### src/rtl/vx_gpu_pkg.sv
// rtl/vx_gpu_pkg.sv - shared sizing helpers for the request tag arbiter
package vx_gpu_pkg;

    localparam int MAX_NUM_REQS = 16;

    // Index field width inserted into the tag; zero for a single requester.
    function automatic int log_num_reqs(input int n);
        return (n > 1) ? $clog2((n > MAX_NUM_REQS) ? MAX_NUM_REQS : n) : 0;
    endfunction

    function automatic int tag_out_width(input int tag_w, input int n);
        return tag_w + log_num_reqs(n);
    endfunction

    // Storage width for an index register; never zero so the logic stays legal at NUM_REQS=1.
    function automatic int idx_width(input int n);
        return (n > 1) ? log_num_reqs(n) : 1;
    endfunction

endpackage

### src/rtl/vx_req_tag_rr.sv
// rtl/vx_req_tag_rr.sv - round-robin grant with priority pointer and stall lock
module vx_req_tag_rr
    import vx_gpu_pkg::*;
#(
    parameter int  NUM_REQS = 4,
    localparam int IDX_W    = idx_width(NUM_REQS)
) (
    input  logic                clk,
    input  logic                reset,
    input  logic [NUM_REQS-1:0] valid,
    input  logic                stage_ready,
    output logic [NUM_REQS-1:0] grant_onehot,
    output logic [IDX_W-1:0]    grant_idx,
    output logic                grant_valid
);

    logic [IDX_W-1:0] rr_ptr;
    logic [IDX_W-1:0] lock_idx;
    logic             locked;
    logic [IDX_W-1:0] search_idx;
    logic             search_found;
    logic [IDX_W-1:0] next_ptr;

    // First valid requester at or above rr_ptr, wrapping around.
    always_comb begin
        int k;
        k            = 0;
        search_idx   = '0;
        search_found = 1'b0;
        for (int off = 0; off < NUM_REQS; off++) begin
            k = int'(rr_ptr) + off;
            if (k >= NUM_REQS) k = k - NUM_REQS;
            if (!search_found && valid[k]) begin
                search_found = 1'b1;
                search_idx   = IDX_W'(k);
            end
        end
    end

    // A stalled grant stays put until accepted, whatever else becomes valid.
    always_comb begin
        grant_idx    = locked ? lock_idx : search_idx;
        grant_valid  = locked ? valid[lock_idx] : search_found;
        grant_onehot = '0;
        if (grant_valid) grant_onehot[grant_idx] = 1'b1;
        next_ptr     = (int'(grant_idx) == NUM_REQS - 1) ? '0 : grant_idx + 1'b1;
    end

    // Pointer moves only on acceptance; lock tracks an offered-but-refused grant.
    always_ff @(posedge clk) begin
        if (reset) begin
            rr_ptr   <= '0;
            locked   <= 1'b0;
            lock_idx <= '0;
        end else begin
            locked   <= grant_valid && !stage_ready;
            lock_idx <= grant_idx;
            if (grant_valid && stage_ready)
                rr_ptr <= (NUM_REQS > 1) ? next_ptr : '0;
        end
    end

endmodule

### src/rtl/vx_req_tag_arb.sv
// rtl/vx_req_tag_arb.sv - round-robin request arbiter with index-tagged response routing (optional output buffer: REQ_TAG_ARB_OUT_BUF_EN)
module vx_req_tag_arb
    import vx_gpu_pkg::*;
#(
    parameter int  NUM_REQS      = 4,
    parameter int  DATA_WIDTH    = 32,
    parameter int  TAG_WIDTH     = 8,
    parameter int  TAG_SEL_POS   = 0,
    localparam int LOG_NUM_REQS  = log_num_reqs(NUM_REQS),
    localparam int TAG_OUT_WIDTH = tag_out_width(TAG_WIDTH, NUM_REQS)
) (
    input  logic                                 clk,
    input  logic                                 reset,
    input  logic [NUM_REQS-1:0]                  req_valid_in,
    input  logic [NUM_REQS-1:0][DATA_WIDTH-1:0]  req_data_in,
    input  logic [NUM_REQS-1:0][TAG_WIDTH-1:0]   req_tag_in,
    output logic [NUM_REQS-1:0]                  req_ready_in,
    output logic                                 req_valid_out,
    output logic [DATA_WIDTH-1:0]                req_data_out,
    output logic [TAG_OUT_WIDTH-1:0]             req_tag_out,
    input  logic                                 req_ready_out,
    input  logic                                 rsp_valid_in,
    input  logic [DATA_WIDTH-1:0]                rsp_data_in,
    input  logic [TAG_OUT_WIDTH-1:0]             rsp_tag_in,
    output logic                                 rsp_ready_in,
    output logic [NUM_REQS-1:0]                  rsp_valid_out,
    output logic [NUM_REQS-1:0][DATA_WIDTH-1:0]  rsp_data_out,
    output logic [NUM_REQS-1:0][TAG_WIDTH-1:0]   rsp_tag_out,
    input  logic [NUM_REQS-1:0]                  rsp_ready_out
);

    localparam int IDX_W = idx_width(NUM_REQS);

    logic [NUM_REQS-1:0]      grant_onehot;
    logic [IDX_W-1:0]         grant_idx;
    logic                     grant_valid;
    logic                     stage_valid;
    logic                     stage_ready;
    logic [DATA_WIDTH-1:0]    stage_data;
    logic [TAG_WIDTH-1:0]     granted_tag;
    logic [TAG_OUT_WIDTH-1:0] stage_tag;
    logic [IDX_W-1:0]         rsp_idx;
    logic [TAG_WIDTH-1:0]     rsp_tag_strip;

    vx_req_tag_rr #(
        .NUM_REQS (NUM_REQS)
    ) u_rr (
        .clk          (clk),
        .reset        (reset),
        .valid        (req_valid_in),
        .stage_ready  (stage_ready),
        .grant_onehot (grant_onehot),
        .grant_idx    (grant_idx),
        .grant_valid  (grant_valid)
    );

    assign stage_valid  = grant_valid && !reset;
    assign stage_data   = req_data_in[grant_idx];
    assign granted_tag  = req_tag_in[grant_idx];
    assign req_ready_in = grant_onehot & {NUM_REQS{stage_ready && !reset}};

    // Splice the grant index into the tag at TAG_SEL_POS.
    always_comb begin
        stage_tag = '0;
        for (int i = 0; i < TAG_OUT_WIDTH; i++) begin
            if (i < TAG_SEL_POS)
                stage_tag[i] = granted_tag[i];
            else if (i < TAG_SEL_POS + LOG_NUM_REQS)
                stage_tag[i] = grant_idx[i - TAG_SEL_POS];
            else
                stage_tag[i] = granted_tag[i - LOG_NUM_REQS];
        end
    end

`ifdef REQ_TAG_ARB_OUT_BUF_EN
    logic [DATA_WIDTH-1:0]    buf_data [2];
    logic [TAG_OUT_WIDTH-1:0] buf_tag  [2];
    logic                     wr_ptr;
    logic                     rd_ptr;
    logic [1:0]               count;
    logic                     push;
    logic                     pop;

    // Ready comes from occupancy only, so the downstream ready never reaches requesters.
    assign stage_ready   = (count != 2'd2);
    assign push          = stage_valid && stage_ready;
    assign pop           = req_valid_out && req_ready_out;
    assign req_valid_out = (count != 2'd0) && !reset;
    assign req_data_out  = buf_data[rd_ptr];
    assign req_tag_out   = buf_tag[rd_ptr];

    // Two-entry skid store; reset drops anything held.
    always_ff @(posedge clk) begin
        if (reset) begin
            count  <= 2'd0;
            wr_ptr <= 1'b0;
            rd_ptr <= 1'b0;
        end else begin
            if (push) begin
                buf_data[wr_ptr] <= stage_data;
                buf_tag[wr_ptr]  <= stage_tag;
                wr_ptr           <= ~wr_ptr;
            end
            if (pop) rd_ptr <= ~rd_ptr;
            count <= count + {1'b0, push} - {1'b0, pop};
        end
    end
`else
    assign stage_ready   = req_ready_out;
    assign req_valid_out = stage_valid;
    assign req_data_out  = stage_data;
    assign req_tag_out   = stage_tag;
`endif

    // Extract the index field and rejoin the tag bits around it.
    always_comb begin
        rsp_idx       = '0;
        rsp_tag_strip = '0;
        for (int i = 0; i < LOG_NUM_REQS; i++)
            rsp_idx[i] = rsp_tag_in[TAG_SEL_POS + i];
        for (int i = 0; i < TAG_WIDTH; i++)
            rsp_tag_strip[i] = (i < TAG_SEL_POS) ? rsp_tag_in[i] : rsp_tag_in[i + LOG_NUM_REQS];
    end

    // Zero-latency routing; an out-of-range index is swallowed.
    always_comb begin
        rsp_valid_out = '0;
        rsp_ready_in  = 1'b1;
        for (int r = 0; r < NUM_REQS; r++) begin
            rsp_data_out[r] = rsp_data_in;
            rsp_tag_out[r]  = rsp_tag_strip;
            if (int'(rsp_idx) == r) begin
                rsp_valid_out[r] = rsp_valid_in;
                rsp_ready_in     = rsp_ready_out[r];
            end
        end
    end

endmodule

### config.mk
export PLATFORM = sky130hd
export DESIGN_NAME = vx_req_tag_arb
export DESIGN_NICKNAME = d
export VERILOG_FILES = /design/src/rtl/vx_gpu_pkg.sv /design/src/rtl/vx_req_tag_rr.sv /design/src/rtl/vx_req_tag_arb.sv
export SDC_FILE = /design/constraint.sdc
export NUM_CORES = 1
export LEC_CHECK = 0
export ABC_AREA = 1
export CORE_AREA = 3 3 165 167
export DETAILED_ROUTE_END_ITERATION = 8
export DIE_AREA = 0 0 168 170
export PLACE_DENSITY = 0.57
export SYNTH_ARGS = -nofsm -noshare
export SYNTH_HDL_FRONTEND = slang
export SYNTH_SLANG_ARGS = --single-unit
### constraint.sdc
create_clock -name clk -period 4.8 [get_ports clk]
set_input_delay 0.96 -clock clk [delete_from_list [all_inputs] [get_ports clk]]
set_output_delay 0.96 -clock clk [all_outputs]
set_load 0.01 [all_outputs]
### Yosys cells after proc, flatten, opt, wreduce, memory -nomap -nowiden

Index checks and enable logic that the tools add are counted.
W data, S select, Z words.

| word-level totals | value |
|---|---|
| output and inout port bits | 212 |
| flip-flop bits (word level) | 5 |
| input port bits | 214 |
| word-level logic and storage cells | 85 |

| cells by class | value |
|---|---|
| reductions and logical operators | 14 |
| mux-type cells | 44 |
| equality and inequality tests | 4 |
| order comparisons | 11 |
| bitwise logic cells | 1 |
| $add $sub $neg | 8 |

Operator list:

| kind | count |
|---|---|
| $mux W32 | 5 |
| $lt A32 B4 Y1 const B | 4 |
| $ge A32 B4 Y1 const B | 3 |
| $sub A32 B4 Y32 const B | 3 |
| $bmux W32 S2 | 1 |
| $mux W1 | 23 |
| $bmux W8 S2 | 1 |
| $mux W2 | 6 |
| $bmux W1 S2 | 5 |
| $logic_and A1 B1 Y1 | 8 |
| $mux W8 | 1 |
| $add A2 B2 Y3 const B | 2 |
| $lt A2 B3 Y1 const B | 2 |
| $logic_not A1 Y1 | 5 |
| $and A4 B4 Y4 | 1 |
| $eq A2 B1 Y1 const B | 2 |
| $eq A2 B2 Y1 const B | 2 |
| $mux W4 | 1 |
| $sub A2 B3 Y4 const B | 1 |
| $add A2 B1 Y3 const B | 1 |
| $ge A2 B3 Y1 const B | 1 |
| $add A2 B1 Y2 const B | 1 |
| $demux W1 S2 | 1 |
| $ge A2 B1 Y1 const B | 1 |
| $logic_not A2 Y1 | 1 |

### Depth between registers and ports, before layout

Gate-level depths: netlist of run 1.

| depth | value |
|---|---|
| depth after elaboration | 22 |
| depth in mapped cells | 16 |
| mapped depth without buffers | 14 |

### Modules after synthesis

A second synthesis of run 1 with hierarchy kept.

| second synthesis, totals | value |
|---|---|
| cells, all modules | 734 |
| area, all modules | 3,862.5 µm² |

Modules (own cells, without submodules):

| module | times used | cells an instance | area each (µm²) | seq. area each (µm²) |
|---|---|---|---|---|
| vx_req_tag_arb | 1 | 617 | 3,190.6 | 0.0 |
| vx_req_tag_rr | 1 | 117 | 671.9 | 100.1 |

### Least setup slack after synthesis of run 1

Ideal clock, no wire load.

| timing path | value |
|---|---|
| kind | input port to output port |
| start | input req_valid_in[3] |
| end | output req_ready_in[3] |
| arrival | 2,297 ps |
| setup slack | 1,543 ps |
| required time | 3,840 ps |
| path buffers | 2 |
| stages on the path | 14 |
| cell sequence | inv_1 -> nand2_1 -> nand3_1 -> nand2_2 -> nor2_4 -> nand3_1 -> nand2_1 -> nand3_2 -> buf_6 -> buf_6 -> nand2_1 -> ha_1 -> inv_1 -> nor2_1 |

| on the way | value |
|---|---|
| longest elaborated chain between the ends | 20 |
| elaborated cells on any way between the ends | 37 |
| those cells by class | order compare (2); mux (27); bitwise (1); reduce/logical (7) |

Ends and longest elaborated chain:

| item | RTL line | source |
|---|---|---|
| start, declared | vx_req_tag_arb.sv:14 | `input logic [NUM_REQS-1:0] req_valid_in,` |
| $bmux W1 S2 | vx_req_tag_rr.sv:33 | `if (!search_found && valid[k]) begin` |
| $mux W1 (not written as such) (2 in a row) | vx_req_tag_rr.sv:33 |  |
| $mux W1 | vx_req_tag_rr.sv:33 |  |
| $logic_not A1 Y1 | vx_req_tag_rr.sv:33 |  |
| $logic_and A1 B1 Y1 | vx_req_tag_rr.sv:33 |  |
| $mux W1 | vx_req_tag_rr.sv:33 |  |
| $logic_not A1 Y1 | vx_req_tag_rr.sv:33 |  |
| $logic_and A1 B1 Y1 | vx_req_tag_rr.sv:33 |  |
| [3 not listed] | -- |  |
| $mux W2 | vx_req_tag_rr.sv:33 |  |
| $mux W2 | vx_req_tag_rr.sv:42 | `grant_idx = locked ? lock_idx : search_idx;` |
| $lt A2 B3 Y1 (not written as such) or $ge A2 B1 Y1 (tied branches) | vx_req_tag_rr.sv:45 | `if (grant_valid) grant_onehot[grant_idx] = 1'b1;` |
| $logic_and A1 B1 Y1 (not written as such) | vx_req_tag_rr.sv:45 |  |
| $mux W1 (not written as such) | vx_req_tag_rr.sv:45 |  |
| $demux W1 S2 | -- |  |
| $mux W4 * | vx_req_tag_rr.sv:45 |  |
| $and A4 B4 Y4 * | vx_req_tag_arb.sv:60 | `assign req_ready_in = grant_onehot & {NUM_REQS{stage_ready && !reset}};` |
| end, declared | vx_req_tag_arb.sv:17 | `output logic [NUM_REQS-1:0] req_ready_in,` |

Every way passes the cells marked *; elsewhere a longest branch is shown, timed or not. The select of a mux whose other input is x is not followed.

### Worst setup path after layout of run 1

| timing path | value |
|---|---|
| start | input req_valid_in[3] |
| end | output req_ready_in[1] |

The elaborated chain is that of the path after synthesis.

==> flow_summary.json, run 1 <==
{
  "vias": 4122,
  "cts_root_buf": "clkbuf_16",
  "clockBufferDepth": 2,
  "synth.distinct_cells": 24,
  "rsz0062_at_grt": "false",
  "seqCellArea_um2": 100.1,
  "synthFlopType": "dfxtp_1",
  "port-buffer-count": 225,
  "cap_violations": 0,
  "placeableCoreArea_um2": 25910,
  "cp_max_fo": 51,
  "worstReg2RegStart": "u_rr.rr_ptr[0]$_SDFFE_PP0P_",
  "grt_overflow": 0,
  "clock_latency_ns": 0.23,
  "reg2reg_slack_ns": 2.42,
  "outcome": "finished, final reports clean",
  "chipHeight_um": 170,
  "setup_ws_ns": 0.3665,
  "power_density_nw_per_um2": 641.6,
  "first_pass_iters": 4,
  "synth_nets": 925,
  "synthArstFlopShare_pct": 0,
  "multi_input_area_um2": 1812,
  "grt_pass1_vias": 3845,
  "die_w_um": 168,
  "fin_crit_sh_pct": 92.36,
  "layout-drive-gt1-share_pct": 3.059,
  "cts_sinks": 5,
  "drc_errors": 0,
  "yosysWarnings": 0,
  "hpwlAfterDp_um": 11370,
  "crit_start": "req_valid_in[3]",
  "finalHoldViolCount": 0,
  "maxSlewViolCount": 0,
  "r2r-end": "u_rr.rr_ptr[0]$_SDFFE_PP0P_",
  "fillerInstances": 2987,
  "netlist_top_cells_count": "nand2_1, buf_4, nand3_1, inv_1, nor2_1",
  "crit_required_ns": 3.84,
  "hold_path.class": "reg2reg",
  "cts_made_buffers": 3,
  "tightestPinTransition_ns": 0.5667,
  "synth_edf_count": 0,
  "place_ws_ns": 0.3451,
  "cts_setup_buffers": 0,
  "ys_ff_latch": 5,
  "endpoint_kind": "output pin",
  "p_leak_nw": 2.603,
  "crit_type": "in2out",
  "drtIter0Drc": 197,
  "slew_headroom_pct": 62.22,
  "ir_drop_uv": 333.9,
  "initial_utilization_pct": 14.36,
  "synth-seq-area-share_pct": 2.690,
  "layout.nets": 968,
  "setup_violations": 0,
  "cts.htree.levels": 1,
  "critPathArrivalTime_ns": 3.47,
  "grt_max_degree": 54,
  "cts_hold_buf": 0,
  "syn_area_um2": 3721,
  "fin_worst_skew_ns": 0.003275,
  "setup.worst_path.end": "req_ready_in[1]",
  "rows": 59,
  "wl_per_cell_um": 13.29,
  "grt_pass1_wl_um": 20790,
  "synthTopCellsByArea": "buf_4, nand2_1, nand3_1",
  "worstRegToRegCells": 14,
  "grt_usage_pct": 9.071,
  "synth_top_area_share_pct": 34.70,
  "cts_tree": "done",
  "syn-mean-instance-area_um2": 5.241,
  "gp_congestion": 0.8518,
  "antenna_found_initial": 0,
  "yosysMostFrequentCell": "nand2_1",
  "fin_crit_ns": 4.433,
  "cts_resized": 0,
  "synth_top_area_cell": "buf_4",
  "ant_nets": 0,
  "finalWirelength_um": 14450,
  "path_clk_slew_ns": 0.03,
  "antenna_cells": 0,
  "viasPerCell": 3.792,
  "holdCritStartpoint": "u_rr.rr_ptr[1]$_SDFFE_PP0P_",
  "area_growth_pct": 38.43,
  "dieArea_um2": 28560,
  "fmax_ghz": 0.2256,
  "syn_inst": 710,
  "tns_ns": 0,
  "ios": 426,
  "startpoint_type": "primary input"
}
final cells by class:
class / instances / share of cell area (%)
multi-input cells: 413 / 35.17
well taps: 335 / 8.137
clock buffers: 4 / 1.530
inverters: 97 / 7.117
repair buffers: 233 / 46.10
flip-flops and latches: 5 / 1.943
sequential cells by signal, indices dropped and copies added, names as in the netlist:
register	count
u_rr.lock_idx	2
u_rr.locked	1
u_rr.rr_ptr	2
routing by layer:
metal	wire length (um)	track usage, %	vias up
li1	-	-	2081
met1	5355	10.17	1800
met2	7230	16.37	181
met3	1263	2.114	60
met4	596	4.055	0
met5	0	0	-
logic make-up after synthesis:
| kind of cell | count (synthesis) | share of synthesized area, % |
|---|---|---|
| and+or+nand+nor | 403 | 46.64 |
| AOI/OAI and AO/OA | 9 | 1.311 |
| buffers and inverters | 292 | 49.03 |
| adders and majority gates | 1 | 0.3362 |
| DFF | 5 | 2.690 |
power by group:
part,internal [W],leakage [nW],switching (W)
combinational,0.00139,2.52,0.00170
clock,0.000110,0.0382,0.0000266
sequential,0.0000578,0.0414,0.0000263
layout by cell type (no fill, tap or decap):
| cell type | n |
|---|---|
| a21oi_1 | 4 |
| buf_12 | 5 |
| buf_4 | 3 |
| clkbuf_1 | 1 |
| clkbuf_16 | 3 |
| clkdlybuf4s50_1 | 225 |
| dfxtp_1 | 5 |
| ha_1 | 1 |
| inv_1 | 94 |
| inv_2 | 2 |
| inv_4 | 1 |
| nand2_1 | 242 |
| nand2_2 | 2 |
| nand2_4 | 2 |
| nand3_1 | 134 |
| nand3_4 | 1 |
| nand4_1 | 1 |
| nor2_1 | 12 |
| nor2_2 | 1 |
| nor2_4 | 1 |
| nor2_8 | 1 |
| nor3_1 | 6 |
| o21ai_0 | 3 |
| o21ai_1 | 1 |
| o21ai_2 | 1 |
metrics by stage:
step	instances	cell area (um^2)	util [%]	hold WS (ns)	power, W
after floorplan	710	3721	-	0.5008	0.001992
final	1087	5151	19.88	0.5646	0.003305
after global placement	1083	5072	19.58	0.5474	0.003190
after global routing	1087	5151	19.88	0.6342	0.003623
after CTS	1087	5151	19.88	0.5637	0.003352
after detailed placement	1083	5072	19.58	0.5476	0.003195
worst max-delay path: stages:
cell             delay (ns)
clkdlybuf4s50_1        0.42
inv_1                  0.09
nand2_1                0.07
nand3_1                0.14
nand2_2                0.10
nor2_1                 0.14
nor2_1                 0.05
nand2_1                0.12
nand3_4                0.10
nand2_4                0.10
buf_12                 0.23
inv_1                  0.12
nor3_1                 0.21
clkdlybuf4s50_1        0.58
worst min path at each step:
stage / cells past startpoint / end / slack, ns
after floorplan: 2 / u_rr.rr_ptr[1]$_SDFFE_PP0P_ / 0.50
after global placement: 2 / u_rr.rr_ptr[1]$_SDFFE_PP0P_ / 0.55
after detailed placement: 2 / u_rr.rr_ptr[1]$_SDFFE_PP0P_ / 0.55
after CTS: 2 / u_rr.rr_ptr[1]$_SDFFE_PP0P_ / 0.56
after global routing: 2 / u_rr.rr_ptr[1]$_SDFFE_PP0P_ / 0.63
final: 2 / u_rr.rr_ptr[1]$_SDFFE_PP0P_ / 0.56
Power figures use the tool's default switching activity.
==> inputs of run 2 (changes only) <==
- SLEW_MARGIN: not set -> 30
==> results of run 2 <==
No change in the layout: final DEF, timing and power equal those of run 1.
==> inputs of run 3 (changes only) <==
- GPL_TIMING_DRIVEN: not set -> 1
==> results of run 3 <==
No change in the layout: final DEF, timing and power equal those of run 1.
